$ cat src/rtl/tdm_ws_ctrl.sv
// I2S / N-slot TDM frame controller: master ws generation, slave ws tracking with
// alignment check, per-slot FIFO enables. Define SYNC_ERR_CNT_EN to add sync_err_cnt.
module tdm_ws_ctrl #(
  parameter int NUM_CH = 2,
  parameter int SLOT_W = 32,
  parameter int TDM    = 0,
  parameter int CH_W   = $clog2(NUM_CH),
  parameter int BIT_W  = $clog2(SLOT_W)
) (
  input  logic             sclk,
  input  logic             rst_,
  input  logic             en,
  input  logic             master,
  input  logic             tx,
  input  logic             delay1,
  input  logic [CH_W:0]    num_active,
  input  logic             ws_in,
  input  logic             tx_empty,
  input  logic             rx_full,
  output logic             ws_out,
  output logic             ws_oe,
  output logic             tx_ren,
  output logic             rx_wen,
  output logic [CH_W-1:0]  slot_idx,
  output logic [BIT_W-1:0] bit_idx,
  output logic             frame_start,
  output logic             sync_err
`ifdef SYNC_ERR_CNT_EN
  ,
  output logic [7:0]       sync_err_cnt
`endif
);
  localparam logic [CH_W-1:0]  LAST_SLOT = CH_W'(NUM_CH - 1);
  localparam logic [BIT_W-1:0] LAST_BIT  = BIT_W'(SLOT_W - 1);

  typedef enum logic [1:0] {IDLE, SYNC, RUN} state_e;

  state_e           state_q, state_d;
  logic [CH_W-1:0]  slot_q, slot_d;
  logic [BIT_W-1:0] bit_q, bit_d;
  logic             cfg_master_q, cfg_tx_q, cfg_delay1_q;
  logic [CH_W:0]    cfg_active_q;
  logic             ws_in_q;
  logic             ws_out_q, ws_oe_q, tx_ren_q, rx_wen_q, frame_start_q, sync_err_q;
  logic             tx_raw_q, rx_raw_q;

  logic             cfg_load, master_e, tx_e, delay1_e;
  logic [CH_W:0]    active_e;
  logic             last_pos, mid_pos, frame_edge, mid_edge, fifo_block, align_err;
  logic             run_d, slot_on_d, tx_raw_d, rx_raw_d, ws_d, tx_ren_d, rx_wen_d;

  assign last_pos   = (slot_q == LAST_SLOT) && (bit_q == LAST_BIT);
  assign mid_pos    = (slot_q == '0) && (bit_q == LAST_BIT);
  assign frame_edge = (TDM != 0) ? (!ws_in_q && ws_in) : (ws_in_q && !ws_in);
  assign mid_edge   = (TDM == 0) && !ws_in_q && ws_in;

  // Mode inputs are taken live at frame boundaries and frozen mid-frame.
  assign cfg_load   = (state_q != RUN) || last_pos;
  assign master_e   = cfg_load ? master     : cfg_master_q;
  assign tx_e       = cfg_load ? tx         : cfg_tx_q;
  assign delay1_e   = cfg_load ? delay1     : cfg_delay1_q;
  assign active_e   = cfg_load ? num_active : cfg_active_q;
  assign fifo_block = tx_e ? tx_empty : rx_full;

  always_comb begin
    // NOTE: every always_comb output gets a default first so no latch is inferred.
    state_d   = state_q;
    slot_d    = slot_q;
    bit_d     = bit_q;
    align_err = 1'b0;
    case (state_q)
      IDLE: begin
        if (en && !master_e)          state_d = SYNC;
        else if (en && !fifo_block)   state_d = RUN;
      end
      SYNC: begin
        if (!en) state_d = IDLE;
        else if (frame_edge) begin
          state_d = RUN;
          slot_d  = '0;
          bit_d   = '0;
        end
      end
      RUN: begin
        if (bit_q == LAST_BIT) begin
          bit_d  = '0;
          slot_d = (slot_q == LAST_SLOT) ? '0 : slot_q + 1'b1;
        end else begin
          bit_d  = bit_q + 1'b1;
        end
        if (!cfg_master_q) begin
          if (frame_edge != last_pos) begin
            align_err = 1'b1;
            if (frame_edge) begin
              slot_d = '0;
              bit_d  = '0;
            end
          end else if ((TDM == 0) && (mid_edge != mid_pos)) begin
            // A misplaced mid-frame rising edge realigns to the start of slot 1.
            align_err = 1'b1;
            if (mid_edge) begin
              slot_d = CH_W'(1);
              bit_d  = '0;
            end
          end
        end
        if (last_pos && (!en || (master_e && fifo_block))) begin
          state_d = IDLE;
          slot_d  = '0;
          bit_d   = '0;
        end
      end
      default: state_d = IDLE;
    endcase
  end

  always_comb begin
    run_d     = (state_d == RUN);
    slot_on_d = run_d && ({1'b0, slot_d} < active_e);
    tx_raw_d  = slot_on_d && tx_e;
    rx_raw_d  = slot_on_d && !tx_e;
    tx_ren_d  = delay1_e ? tx_raw_q : tx_raw_d;
    rx_wen_d  = (delay1_e ? rx_raw_q : rx_raw_d) && !tx_ren_d;
    if (TDM != 0)
      ws_d = delay1_e ? ((slot_d == LAST_SLOT) && (bit_d == LAST_BIT))
                      : ((slot_d == '0) && (bit_d == '0));
    else
      ws_d = delay1_e ? (((slot_d == '0) && (bit_d == LAST_BIT)) ||
                         ((slot_d != '0) && (bit_d != LAST_BIT)))
                      : (slot_d != '0);
    ws_d = ws_d && run_d && master_e;
  end

  always_ff @(posedge sclk or negedge rst_) begin
    if (!rst_) begin
      state_q       <= IDLE;
      slot_q        <= '0;
      bit_q         <= '0;
      cfg_master_q  <= 1'b0;
      cfg_tx_q      <= 1'b0;
      cfg_delay1_q  <= 1'b0;
      cfg_active_q  <= '0;
      ws_in_q       <= 1'b0;
      ws_out_q      <= 1'b0;
      ws_oe_q       <= 1'b0;
      tx_raw_q      <= 1'b0;
      rx_raw_q      <= 1'b0;
      tx_ren_q      <= 1'b0;
      rx_wen_q      <= 1'b0;
      frame_start_q <= 1'b0;
      sync_err_q    <= 1'b0;
    end else begin
      // NOTE: sequential state uses non-blocking assignments only.
      state_q       <= state_d;
      slot_q        <= slot_d;
      bit_q         <= bit_d;
      ws_in_q       <= ws_in;
      if (cfg_load) begin
        cfg_master_q <= master;
        cfg_tx_q     <= tx;
        cfg_delay1_q <= delay1;
        cfg_active_q <= num_active;
      end
      ws_out_q      <= ws_d;
      ws_oe_q       <= master_e && (state_d != IDLE);
      tx_raw_q      <= tx_raw_d;
      rx_raw_q      <= rx_raw_d;
      tx_ren_q      <= tx_ren_d;
      rx_wen_q      <= rx_wen_d;
      frame_start_q <= run_d && (slot_d == '0) && (bit_d == '0);
      sync_err_q    <= en && (sync_err_q || align_err);
    end
  end

`ifdef SYNC_ERR_CNT_EN
  logic [7:0] err_cnt_q;

  always_ff @(posedge sclk or negedge rst_) begin
    if (!rst_)                                   err_cnt_q <= '0;
    else if (!en)                                err_cnt_q <= '0;
    else if (align_err && (err_cnt_q != 8'hFF))  err_cnt_q <= err_cnt_q + 8'd1;
  end

  assign sync_err_cnt = err_cnt_q;
`endif

  assign ws_out      = ws_out_q;
  assign ws_oe       = ws_oe_q;
  assign tx_ren      = tx_ren_q;
  assign rx_wen      = rx_wen_q;
  assign slot_idx    = slot_q;
  assign bit_idx     = bit_q;
  assign frame_start = frame_start_q;
  assign sync_err    = sync_err_q;
endmodule

$ cat config.mk
export PLATFORM = sky130hd
export DESIGN_NAME = tdm_ws_ctrl
export DESIGN_NICKNAME = d
export VERILOG_FILES = /design/src/rtl/tdm_ws_ctrl.sv
export SDC_FILE = /design/constraint.sdc
export NUM_CORES = 1
export LEC_CHECK = 0
export BUFFER_PORTS_ARGS = -buffer_cell sky130_fd_sc_hd__buf_2
export CORE_MARGIN = 1
export CORE_UTILIZATION = 45
export CTS_CLUSTER_SIZE = 25
export DETAILED_ROUTE_END_ITERATION = 7
export GPL_TIMING_DRIVEN = 0
export PLACE_DENSITY = 0.73
export SLEW_MARGIN = 20
export SYNTH_ARGS = -nofsm -noshare
export SYNTH_HDL_FRONTEND = slang
export SYNTH_SLANG_ARGS = --single-unit
$ cat constraint.sdc
create_clock -name sclk -period 3.7 [get_ports sclk]
set_clock_uncertainty 0.1 [all_clocks]
set_input_delay 0.555 -clock sclk [delete_from_list [all_inputs] [get_ports sclk]]
set_output_delay 0.555 -clock sclk [all_outputs]
set_load 0.01 [all_outputs]
[After elaboration in Yosys (flattened, before gate mapping)]
Index checks and enable logic that the tools add are counted.
W data, S select, Z words.
Storage, ports and cells
  register bits after elaboration: 22
  input port bits: 11
  output and inout bits: 12
  word-level logic and storage cells: 103
Operators by class
  add/subtract/negate cells: 2
  order comparisons: 1
  equality and inequality tests: 9
  multiplexer cells: 39
  bitwise logic cells: 2
  reductions and logical operators: 34
Operators with widths (number)
  $mux W5: 9
  $mux W1: 21
  $logic_and A1 B1 Y1: 20
  $mux W2: 6
  $eq A5 B5 Y1 const B: 2
  $pmux W5 S2: 1
  $logic_not A1 Y1: 7
  $pmux W2 S3: 1
  $add A5 B1 Y5 const B: 1
  $logic_not A5 Y1: 1
  $ne A5 B5 Y1 const B: 1
  $eq A2 B2 Y1 const B: 2
  $logic_or A1 B1 Y1: 4
  $eq A2 B1 Y1 const B: 1
  $logic_not A2 Y1: 1
  $lt A1 B2 Y1: 1
  $ne A1 B1 Y1: 2
  $ne A2 B2 Y1 const B: 1
  $not A1 Y1: 2
  $pmux W1 S2: 1
  $reduce_bool A2 Y1: 1
  $add A1 B1 Y1 const B: 1

[Depth between registers and ports, before layout]
Gate-level depths: netlist (run 1).
  word-level depth: 16
  mapped depth: 13
  mapped depth without buffers: 12

[Least setup slack after synthesis (run 1)]
No wires, ideal clock.
  path type: reg2reg
  start point: reg bit_q[0], in the netlist bit_idx[0]
  end point: reg tx_ren_q, in the netlist tx_ren
  library setup time: 0.092 ns
  arrival: 3.020 ns
  required time: 3.508 ns
  slack: 0.488 ns
  stages on the path, launching flop included: 14
  path buffers: 1
  period minus slack after synthesis: 3.212 ns
  cells stage by stage: dfrtp_1 ha_1 and3_1 ha_1 ha_1 nor2b_4 buf_6 o21a_2 inv_2 a21boi_1 a41oi_1 or4_4 nand2b_4 o31ai_2
On the way
  cells in the longest elaborated chain, start to end: 14
  elaborated cells on any way between the ends: 35
  classes of those cells: order compare: 1; eq/ne: 4; mux: 18; reduce/logical: 12
RTL lines
  start: declaration: RTL line 40  | logic [BIT_W-1:0] bit_q, bit_d;
  start signal: assignment: RTL line 156  | bit_q <= bit_d;
  $eq A5 B5 Y1 (*): RTL line 52  | assign last_pos = (slot_q == LAST_SLOT) && (bit_q == LAST_BIT);
  $logic_and A1 B1 Y1 (*): RTL line 52
  $logic_or A1 B1 Y1 (*): RTL line 58  | assign cfg_load = (state_q != RUN) || last_pos;
  $mux W1 (*)
  via tx_e: RTL line 47  | logic cfg_load, master_e, tx_e, delay1_e;
  $mux W1: RTL line 63  | assign fifo_block = tx_e ? tx_empty : rx_full;
  $logic_and A1 B1 Y1 / $logic_not A1 Y1 (equally long branches): RTL line 107, 74
  $logic_or A1 B1 Y1 / $logic_and A1 B1 Y1 (equally long branches): RTL line 107, 74
  $logic_and A1 B1 Y1 / $mux W2 (equally long branches): RTL line 107, 74
  $mux W1, or another cell as far along: RTL line 107  | if (last_pos && (!en || (master_e && fifo_block))) begin
  $pmux W1 S2 / $pmux W2 S3 (equally long branches): RTL line 71  | case (state_q)
  $lt A1 B2 Y1 / $eq A2 B2 Y1 (equally long branches): RTL line 119, 118
  $logic_and A1 B1 Y1: RTL line 119  | slot_on_d = run_d && ({1'b0, slot_d} < active_e);
  $logic_and A1 B1 Y1 (*): RTL line 120  | tx_raw_d = slot_on_d && tx_e;
  $mux W1 (*): RTL line 122  | tx_ren_d = delay1_e ? tx_raw_q : tx_raw_d;
  via tx_ren_d: RTL line 50  | logic run_d, slot_on_d, tx_raw_d, rx_raw_d, ws_d, tx_ren_d, rx_wen_d;
  end signal: assignment: RTL line 168  | tx_ren_q <= tx_ren_d;
  end: declaration: RTL line 44  | logic ws_out_q, ws_oe_q, tx_ren_q, rx_wen_q, frame_start_q, sync_err_q;
The timed path passes the listed nets; every way through them passes the cells marked *.

[Worst setup path in the final report (run 1)]
  start point: reg bit_q[0], in the netlist bit_idx[0]
  end point: reg rx_wen_q, in the netlist rx_wen
On the way
  cells in the longest elaborated chain, start to end: 16
  elaborated cells on any way between the ends: 40
  classes of those cells: order compare: 1; eq/ne: 4; mux: 19; reduce/logical: 16
RTL lines
  $eq A5 B5 Y1 (*): RTL line 52, 53, 85
  $logic_and A1 B1 Y1: RTL line 52
  $logic_or A1 B1 Y1: RTL line 58
  $mux W1
  $mux W1: RTL line 63
  $logic_and A1 B1 Y1 / $logic_not A1 Y1 (equally long branches): RTL line 107, 74
  $logic_or A1 B1 Y1 / $logic_and A1 B1 Y1 (equally long branches): RTL line 107, 74
  $logic_and A1 B1 Y1 / $mux W2 (equally long branches): RTL line 107, 74
  $mux W1, or another cell as far along: RTL line 107
  $pmux W1 S2 / $pmux W2 S3 (equally long branches): RTL line 71
  $lt A1 B2 Y1 / $eq A2 B2 Y1 (equally long branches): RTL line 119, 118
  $logic_and A1 B1 Y1: RTL line 119
  $logic_and A1 B1 Y1: RTL line 120
  $mux W1: RTL line 122
  $logic_not A1 Y1: RTL line 123  | rx_wen_d = (delay1_e ? rx_raw_q : rx_raw_d) && !tx_ren_d;
  $logic_and A1 B1 Y1 (*): RTL line 123
  via rx_wen_d: RTL line 50
  end signal: assignment: RTL line 169  | rx_wen_q <= rx_wen_d;
  end: declaration: RTL line 44
Marked as above.

==> flow_summary.ini, run 1 <==
[status]
status = finished, final reports clean

[die]
rows = 20
die_h_um = 59.0
dieArea_mm2 = 0.00348
io_pins = 23
die_x_um = 59.0
fp.coreArea_mm2 = 0.00308
initial_core_util_pct = 47.5

[detailed_routing]
drt-total-wl_um = 3200
vias = 1256
dr.pass1.iters = 4
ant_nets = 0
drc = 0
post_drt_wl_per_cell_um = 14.6
viasPerCell = 5.74
first_iter_violations = 66

[setup_path]
startpoint_type = flip-flop
critical_path_required_ns = 3.82
r2r_setup_slack_ns = 0.21
critical_path_arrival_ns = 3.61
end_kind = flip-flop
r2r_cells = 12
timing.rr.end = rx_wen
worstSetupPathType = flip-flop to flip-flop
cp_max_fo = 9
timing.rr.start = bit_idx[0]

[logic_synthesis]
synth-seq-cells = 22
synthFlopType = dfrtp_1
synth-warning-count = 0
synth_nets = 168
syn-cell-area_mm2 = 0.00146
synth_edf_count = 0
ys_seq_area_share_pct = 37.6
syn_inst = 149
synth.avg_cell_area_um2 = 9.82
synth.distinct_cells = 51
synthArstFlopShare_pct = 100

[sta]
relSlewSlack_pct = 56.0
fin_tns_setup_ns = 0
rsz0062_at_grt = false
fmax_mhz = 287
tightest_slew_ns = 0.643
hold_viol = 0
slew_violations = 0
setup_viol = 0
hold_ws_ns = 0.0881
min_period_ns = 3.49
fin_crit_sh_pct = 94.3

[grt]
antenna_found_initial = 0
grt_pass1_vias = 1234
grt_overflow = 0
groute.usage.overall_pct = 20.4
grt_pass1_wl_um = 5450
grt_max_degree = 23

[clock_tree]
insertion_delay_ns = 0.32
clockBufferDepth = 2
cts.sinks = 22
h-tree-depth = 1
cts_root_buffer = clkbuf_4
hold_buffers = 0
numCtsBuffers = 3
cts_tree = built
clk_pin_slew_ns = 0.13

[power]
leakagePower_nw = 0.804
power.total_mw = 0.882
peakVddDrop_mv = 0.342
p_per_area_mw_per_mm2 = 519

[placement]
io_buffers = 22
gp_congestion = 0.882
post-dp-hpwl_um = 2410

[min_path]
hold_path_class = input pin to asynchronous set/reset pin

[finish]
nNetsFinal = 195
drive_gt1_share_pct = 27.4
antenna_cells = 0
syn_to_final_growth_pct = 16.2

[flow_run]
cap_violations = 0
synth_stat cells, types with 3 or more instances:
library cell   n  share of area [%]
dfrtp_1       22                 38
inv_1         14                3.6
nor2_1        10                2.6
ha_1           8                6.8
nand2_1        7                1.8
o21ai_0        7                2.4
a21oi_1        5                1.7
mux2i_1        5                3.4
nor2b_1        5                2.1
nand3_1        4                1.4
nand3b_1       4                2.1
nand2b_1       3                1.3
o211a_1        3                2.1
o211ai_1       3                1.5
logic make-up (layout without fill, tap and decap cells):
| logic type | Yosys count | in the layout | share of synthesized area (%) |
|---|---|---|---|
| and+or+nand+nor | 48 | 48 | 20.1 |
| AOI/OAI and AO/OA | 44 | 44 | 22.8 |
| DFF | 22 | 22 | 37.6 |
| buffers and inverters | 18 | 44 | 5.73 |
| adders and majority gates | 8 | 8 | 6.84 |
| muxes | 8 | 8 | 6.33 |
| xor gates and xnor gates | 1 | 1 | 0.599 |
worst max path at each step:
stage                from     end  slack, ns  cells after the start
5_1_grt        bit_idx[1]  ws_out      0.007                     11
6_report       bit_idx[0]  rx_wen       0.21                     12
3_3_place_gp   bit_idx[0]  ws_out       0.15                     11
4_1_cts        bit_idx[0]  ws_out       0.09                     11
3_5_place_dp   bit_idx[0]  ws_out       0.03                     11
2_1_floorplan  bit_idx[0]  tx_ren       0.49                     13
sequential cells by signal, indices dropped and copies added (netlist names):
signal,flops
bit_idx,5
cfg_active_q,2
state_q,2
cfg_delay1_q,1
cfg_master_q,1
cfg_tx_q,1
frame_start,1
rx_raw_q,1
rx_wen,1
slot_idx,1
sync_err,1
tx_raw_q,1
tx_ren,1
ws_in_q,1
ws_oe,1
ws_out,1
layout by cell type (no fill, tap or decap), types with 2 or more instances in the layout:
| master | instances |
|---|---|
| a21o_1 | 2 |
| o31ai_2 | 2 |
| o211ai_1 | 3 |
| o21ai_0 | 7 |
| nor2b_1 | 5 |
| a31o_2 | 2 |
| buf_2 | 23 |
| mux2i_1 | 5 |
| nand2_1 | 7 |
| inv_1 | 14 |
| ha_1 | 7 |
| a21oi_1 | 5 |
| nor2_1 | 10 |
| and3_1 | 2 |
| o21ai_1 | 2 |
| clkbuf_4 | 3 |
| nor3_1 | 2 |
| nor4_1 | 2 |
| mux2i_2 | 2 |
| buf_6 | 2 |
| a31oi_1 | 2 |
| nand3_1 | 4 |
| o31ai_1 | 2 |
| nand2b_1 | 3 |
| nand4b_1 | 2 |
| nand3b_1 | 4 |
| o211a_1 | 3 |
| dfrtp_1 | 21 |
through the flow:
stage / worst slack (ns) / instance area (um^2) / utilization, % / cells
floorplan: 0.488 / 1460 / - / 149
global placement: 0.155 / 1630 / 52.9 / 215
detailed placement: 0.0279 / 1630 / 52.9 / 215
CTS: 0.0917 / 1680 / 54.7 / 219
global route: 0.00719 / 1700 / 55.2 / 219
finish: 0.210 / 1700 / 55.2 / 219
layout make-up:
class	instances	area, um^2
repair buffers	22	110
multi-input cells	109	846
plain buffers	3	27.5
fillers	293	1380
flip-flops and latches	22	552
clock buffers	3	22.5
inverters	15	56.3
clock inverters	1	30.0
well taps	44	55.1
report_power, final:
| group | switching [mW] | internal [mW] | total, mW |
|---|---|---|---|
| clock network | 0.0780 | 0.110 | 0.188 |
| registers | 0.0295 | 0.281 | 0.310 |
| logic | 0.227 | 0.157 | 0.384 |
critical path: stages, from the launching register on:
cell,delay [ns]
dfrtp_2,0.48
ha_1,0.25
and3_1,0.19
ha_1,0.27
ha_4,0.23
nor2b_4,0.11
buf_6,0.14
mux2i_2,0.40
nand2_1,0.09
a2111oi_0,0.62
or4_4,0.28
nand2b_4,0.15
o31ai_2,0.07
per-layer routing:
metal  share of wire (%)  routed length, um  track usage [%]  vias up
met5                   0                  0                0        -
met4                0.87                 28             6.12        0
met3                 3.1                 99             1.97        2
met2                  49               1580             36.5       31
met1                  47               1500             26.1      620
li1                    -                  -                -      603
timing repair:
| action | CTS | global route |
|---|---|---|
| endpoints found under the setup margin | 1 | 5 |
| resized for setup | 1 | 3 |
| buffers inserted | 0 | 0 |
Power figures use the tool's default switching activity.
==> inputs of run 2 (changes only) <==
Settings changed: BUFFER_PORTS_ARGS -buffer_cell sky130_fd_sc_hd__buf_2 to -buffer_cell sky130_fd_sc_hd__buf_4.
==> flow_summary.ini, run 2 (synthesis gave the netlist of run 1 again) <==
[status]
status = finished, final reports clean

[power]
combPwrFrac_pct = 45.1
intPower_mw = 0.566
sequentialPowerShare_pct = 34.4
clockPowerShare_pct = 20.5
power.total_mw = 0.903
peakVddDrop_mv = 0.358
p_sw_share_pct = 37.3
p_per_area_mw_per_mm2 = 512
power.switching_mw = 0.337
leakagePower_nw = 0.812

[die]
die_x_um = 59.0
initial_core_util_pct = 47.5
die_h_um = 59.0
io_pins = 23
dieArea_mm2 = 0.00348
fp.coreArea_mm2 = 0.00308
rows = 20

[setup_path]
cp_max_fo = 8
critical_path_arrival_ns = 3.53
critical_path.cell_chain = ha_1 -> and3_1 -> ha_2 -> ha_4 -> mux2i_2 -> mux2_4 -> a211o_1 -> a21o_1 -> a22oi_2 -> a21oi_1 -> nor4b_2
crit_slowest_cell = dfrtp_1
critical_path_required_ns = 3.80
critical-path-max-stage-delay_ns = 0.46
end_kind = flip-flop
worstSetupPathType = flip-flop to flip-flop
startpoint_type = flip-flop

[grt]
grt_overflow = 0
grt_pass1_wl_um = 5330
antenna_found_initial = 0
grt_max_degree = 23
groute.usage.overall_pct = 20.3
grt_pass1_vias = 1262

[sta]
setup_viol = 0
relSlewSlack_pct = 53.8
min_period_ns = 3.42
fmax_mhz = 292
fin_tns_setup_ns = 0
fin_crit_sh_pct = 92.5
hold_viol = 0
tightest_slew_ns = 0.690
rsz0062_at_grt = false
slew_violations = 0

[finish]
largest_reg_flops = 5
nNetsFinal = 195
antenna_cells = 0
stdcell_area_mm2 = 0.00177
drive_gt1_share_pct = 28.6
final_core_util_pct = 57.4
syn_to_final_growth_pct = 20.7
layout_commonest_cell = buf_4
layout_common_cells = 22 x buf_4, 21 x dfrtp_1, 14 x inv_1

[detailed_routing]
vias = 1249
ant_nets = 0
drt-total-wl_um = 3140
first_iter_violations = 57
drc = 0
viasPerCell = 5.70
dr.pass1.iters = 4
post_drt_wl_per_cell_um = 14.3

[clock_tree]
numCtsBuffers = 3
cts.sinks = 22
clk_pin_slew_ns = 0.13
cts_tree = built
post_cts_buffers = 0
cts_root_buffer = clkbuf_4
insertion_delay_ns = 0.31
clockBufferDepth = 2
h-tree-depth = 1

[flow_run]
cap_violations = 0

[placement]
dpl_cell_area_mm2 = 0.00168
io_buffers = 22
post-dp-hpwl_um = 2370
gp_congestion = 0.883

[min_path]
hold_path_class = input pin to asynchronous set/reset pin
==> run 2: stage by stage <==
stage / cells / hold slack (ns) / setup WS [ns]
global placement: 215 / 0.354 / 0.147
global route: 219 / 0.0252 / 0.0534
finish: 219 / 0.0112 / 0.279
floorplan: 149 / 0.159 / 0.488
detailed placement: 215 / 0.361 / 0.0116
CTS: 219 / 0.0130 / 0.0778
==> run 2: repair_timing <==
action                     4_1_cts  5_1_grt
hold endpoints to repair         0        0
setup endpoints to repair        1        5
resized for setup                1        6
hold buffers                     0        0
==> run 2: worst paths after layout <==
check	slack [ns]	end	start	cells after the start
min in group sclk	0.30	ws_in_q	ws_in	1
min	0.01	cfg_tx_q	rst_	1
max	0.28	ws_out	bit_idx[1]	11
max in group asynchronous	3.25	bit_idx[0]	rst_	1
min reg2reg	0.40	cfg_active_q[1]	cfg_active_q[1]	2
max reg2reg	0.28	ws_out	bit_idx[1]	11
==> run 2: power by group through the flow <==
stage / Sequential [mW] / Clock, mW / Combinational (mW)
2_1_floorplan: 0.318 / 0 / 0.276
3_3_place_gp: 0.312 / 0 / 0.379
3_5_place_dp: 0.314 / 0 / 0.392
4_1_cts: 0.309 / 0.187 / 0.397
5_1_grt: 0.317 / 0.195 / 0.453
6_report: 0.310 / 0.185 / 0.408
==> run 2: cell type report <==
cell class,instances,area [um^2]
Buffer,3,27.5
Clock buffer,3,22.5
Clock inverter,1,30.0
Fill cell,298,1310
Inverter,15,56.3
Multi-Input combinational cell,109,857
Sequential cell,22,552
Tap cell,44,55.1
Timing Repair Buffer,22,165
==> run 2: worst max-delay path, delay by kind of cell (launching register included) <==
kind | cells | cell delay [ns]
AND/OR/NAND/NOR | 2 | 0.50
flip-flops | 1 | 0.46
AO/OA/AOI/OAI | 4 | 0.83
adder cells (fa/ha/maj) | 3 | 0.72
multiplexers | 2 | 0.70
==> run 2: routing by layer <==
| metal | wire [um] | GRT usage, % | up-vias |
|---|---|---|---|
| met3 | 101 | 2.40 | 8 |
| li1 | - | - | 605 |
| met2 | 1600 | 35.7 | 30 |
| met4 | 65 | 10.2 | 0 |
| met5 | 0 | 0 | - |
| met1 | 1380 | 24.5 | 606 |
==> inputs of run 3 (changes only) <==
Settings changed: CORE_UTILIZATION 45 to 55, PLACE_DENSITY 0.73 to 0.85.
==> flow_summary.ini, run 3 (synthesis gave the netlist of run 1 again) <==
[die]
io_pins = 23
initial_core_util_pct = 58.5
rows = 18
die_x_um = 53.6
dieArea_mm2 = 0.00287
die_h_um = 53.6
fp.coreArea_mm2 = 0.00250

[finish]
layout_common_cells = 22 x buf_4, 21 x dfrtp_1, 14 x inv_1
nNetsFinal = 196
final_core_util_pct = 70.0
antenna_cells = 0
stdcell_area_mm2 = 0.00175
largest_reg_flops = 5
layout_commonest_cell = buf_4
drive_gt1_share_pct = 27.3
syn_to_final_growth_pct = 19.7

[detailed_routing]
drt-total-wl_um = 3160
dr.pass1.iters = 4
first_iter_violations = 25
viasPerCell = 6.11
ant_nets = 0
vias = 1259
post_drt_wl_per_cell_um = 15.3
drc = 0

[sta]
slew_violations = 0
fin_crit_sh_pct = 93.8
relSlewSlack_pct = 53.3
fmax_mhz = 288
min_period_ns = 3.47
tightest_slew_ns = 0.698
hold_viol = 0
fin_tns_setup_ns = 0
rsz0062_at_grt = false
setup_viol = 0

[placement]
io_buffers = 22
dpl_cell_area_mm2 = 0.00167
post-dp-hpwl_um = 2370
gp_congestion = 0.818

[power]
power.total_mw = 0.911
leakagePower_nw = 0.819
peakVddDrop_mv = 0.477
p_per_area_mw_per_mm2 = 520

[flow_run]
cap_violations = 0

[clock_tree]
clockBufferDepth = 2
insertion_delay_ns = 0.33
post_cts_buffers = 0
h-tree-depth = 1
cts_root_buffer = clkbuf_4
cts_tree = built
cts.sinks = 22
clk_pin_slew_ns = 0.13
numCtsBuffers = 3

[setup_path]
cp_max_fo = 9
critical_path_required_ns = 3.83
end_kind = flip-flop
critical_path_arrival_ns = 3.60
worstSetupPathType = flip-flop to flip-flop
startpoint_type = flip-flop

[status]
status = finished, final reports clean

[grt]
grt_pass1_vias = 1189
antenna_found_initial = 0
groute.usage.overall_pct = 24.8
grt_overflow = 0
grt_max_degree = 23
grt_pass1_wl_um = 5030

[min_path]
hold_path_class = input pin to flip-flop
-- run 3: where the power goes --
group          total, mW  internal [mW]  switching [mW]
clock              0.193          0.110          0.0829
sequential         0.311          0.281          0.0304
combinational      0.407          0.176           0.231
-- run 3: critical path, stage by stage, from the launching register on --
cell and delay, ns:
dfrtp_2 0.49, ha_1 0.26, and3_1 0.20, ha_1 0.28
ha_4 0.24, nor2b_4 0.11, buf_6 0.14, mux2i_2 0.38
nand2_1 0.11, a2111oi_1 0.59, or4_4 0.26, nand2b_4 0.15
o31ai_2 0.06
-- run 3: routing by layer --
layer | GRT usage, % | routed length [um] | vias to the layer above
met5 | 0 | 0 | -
met2 | 42.9 | 1640 | 32
li1 | - | - | 600
met1 | 28.5 | 1360 | 623
met3 | 6.50 | 123 | 4
met4 | 11.0 | 36 | 0
-- run 3: per-stage QoR --
| step | worst slack, ns | hold slack (ns) | instances |
|---|---|---|---|
| after global placement | 0.181 | 0.354 | 201 |
| after CTS | 0.0262 | 0.268 | 206 |
| final | 0.230 | 0.278 | 206 |
| after detailed placement | 0.0403 | 0.366 | 201 |
| after global routing | 0.0812 | 0.267 | 206 |
| after floorplan | 0.488 | 0.159 | 149 |
-- run 3: final timing paths --
kind / startpoint / to / slack (ns) / depth (start not counted)
worst max-delay path: bit_idx[0] / rx_wen / 0.23 / 12
worst min-delay path: ws_in / ws_in_q / 0.28 / 1
worst max register to register: bit_idx[0] / rx_wen / 0.23 / 12
worst min register to register: tx_raw_q / tx_ren / 0.40 / 2
max in group asynchronous: rst_ / bit_idx[0] / 2.73 / 2
min in group asynchronous: rst_ / bit_idx[3] / 0.53 / 2
-- run 3: layout make-up --
class / count / area, um^2
timing repair buffer: 23 / 175
buffer: 3 / 27.5
multi-input combinational: 109 / 850
clock buffer: 3 / 22.5
sequential: 22 / 552
inverter: 15 / 56.3
clock inverter: 1 / 30.0
tap: 30 / 37.5
fill: 179 / 749
-- run 3: repair_timing --
action                     in CTS  in global routing
hold endpoints to repair       22                  0
resized for setup               0                  5
hold buffers                    1                  0
setup endpoints to repair       0                  7
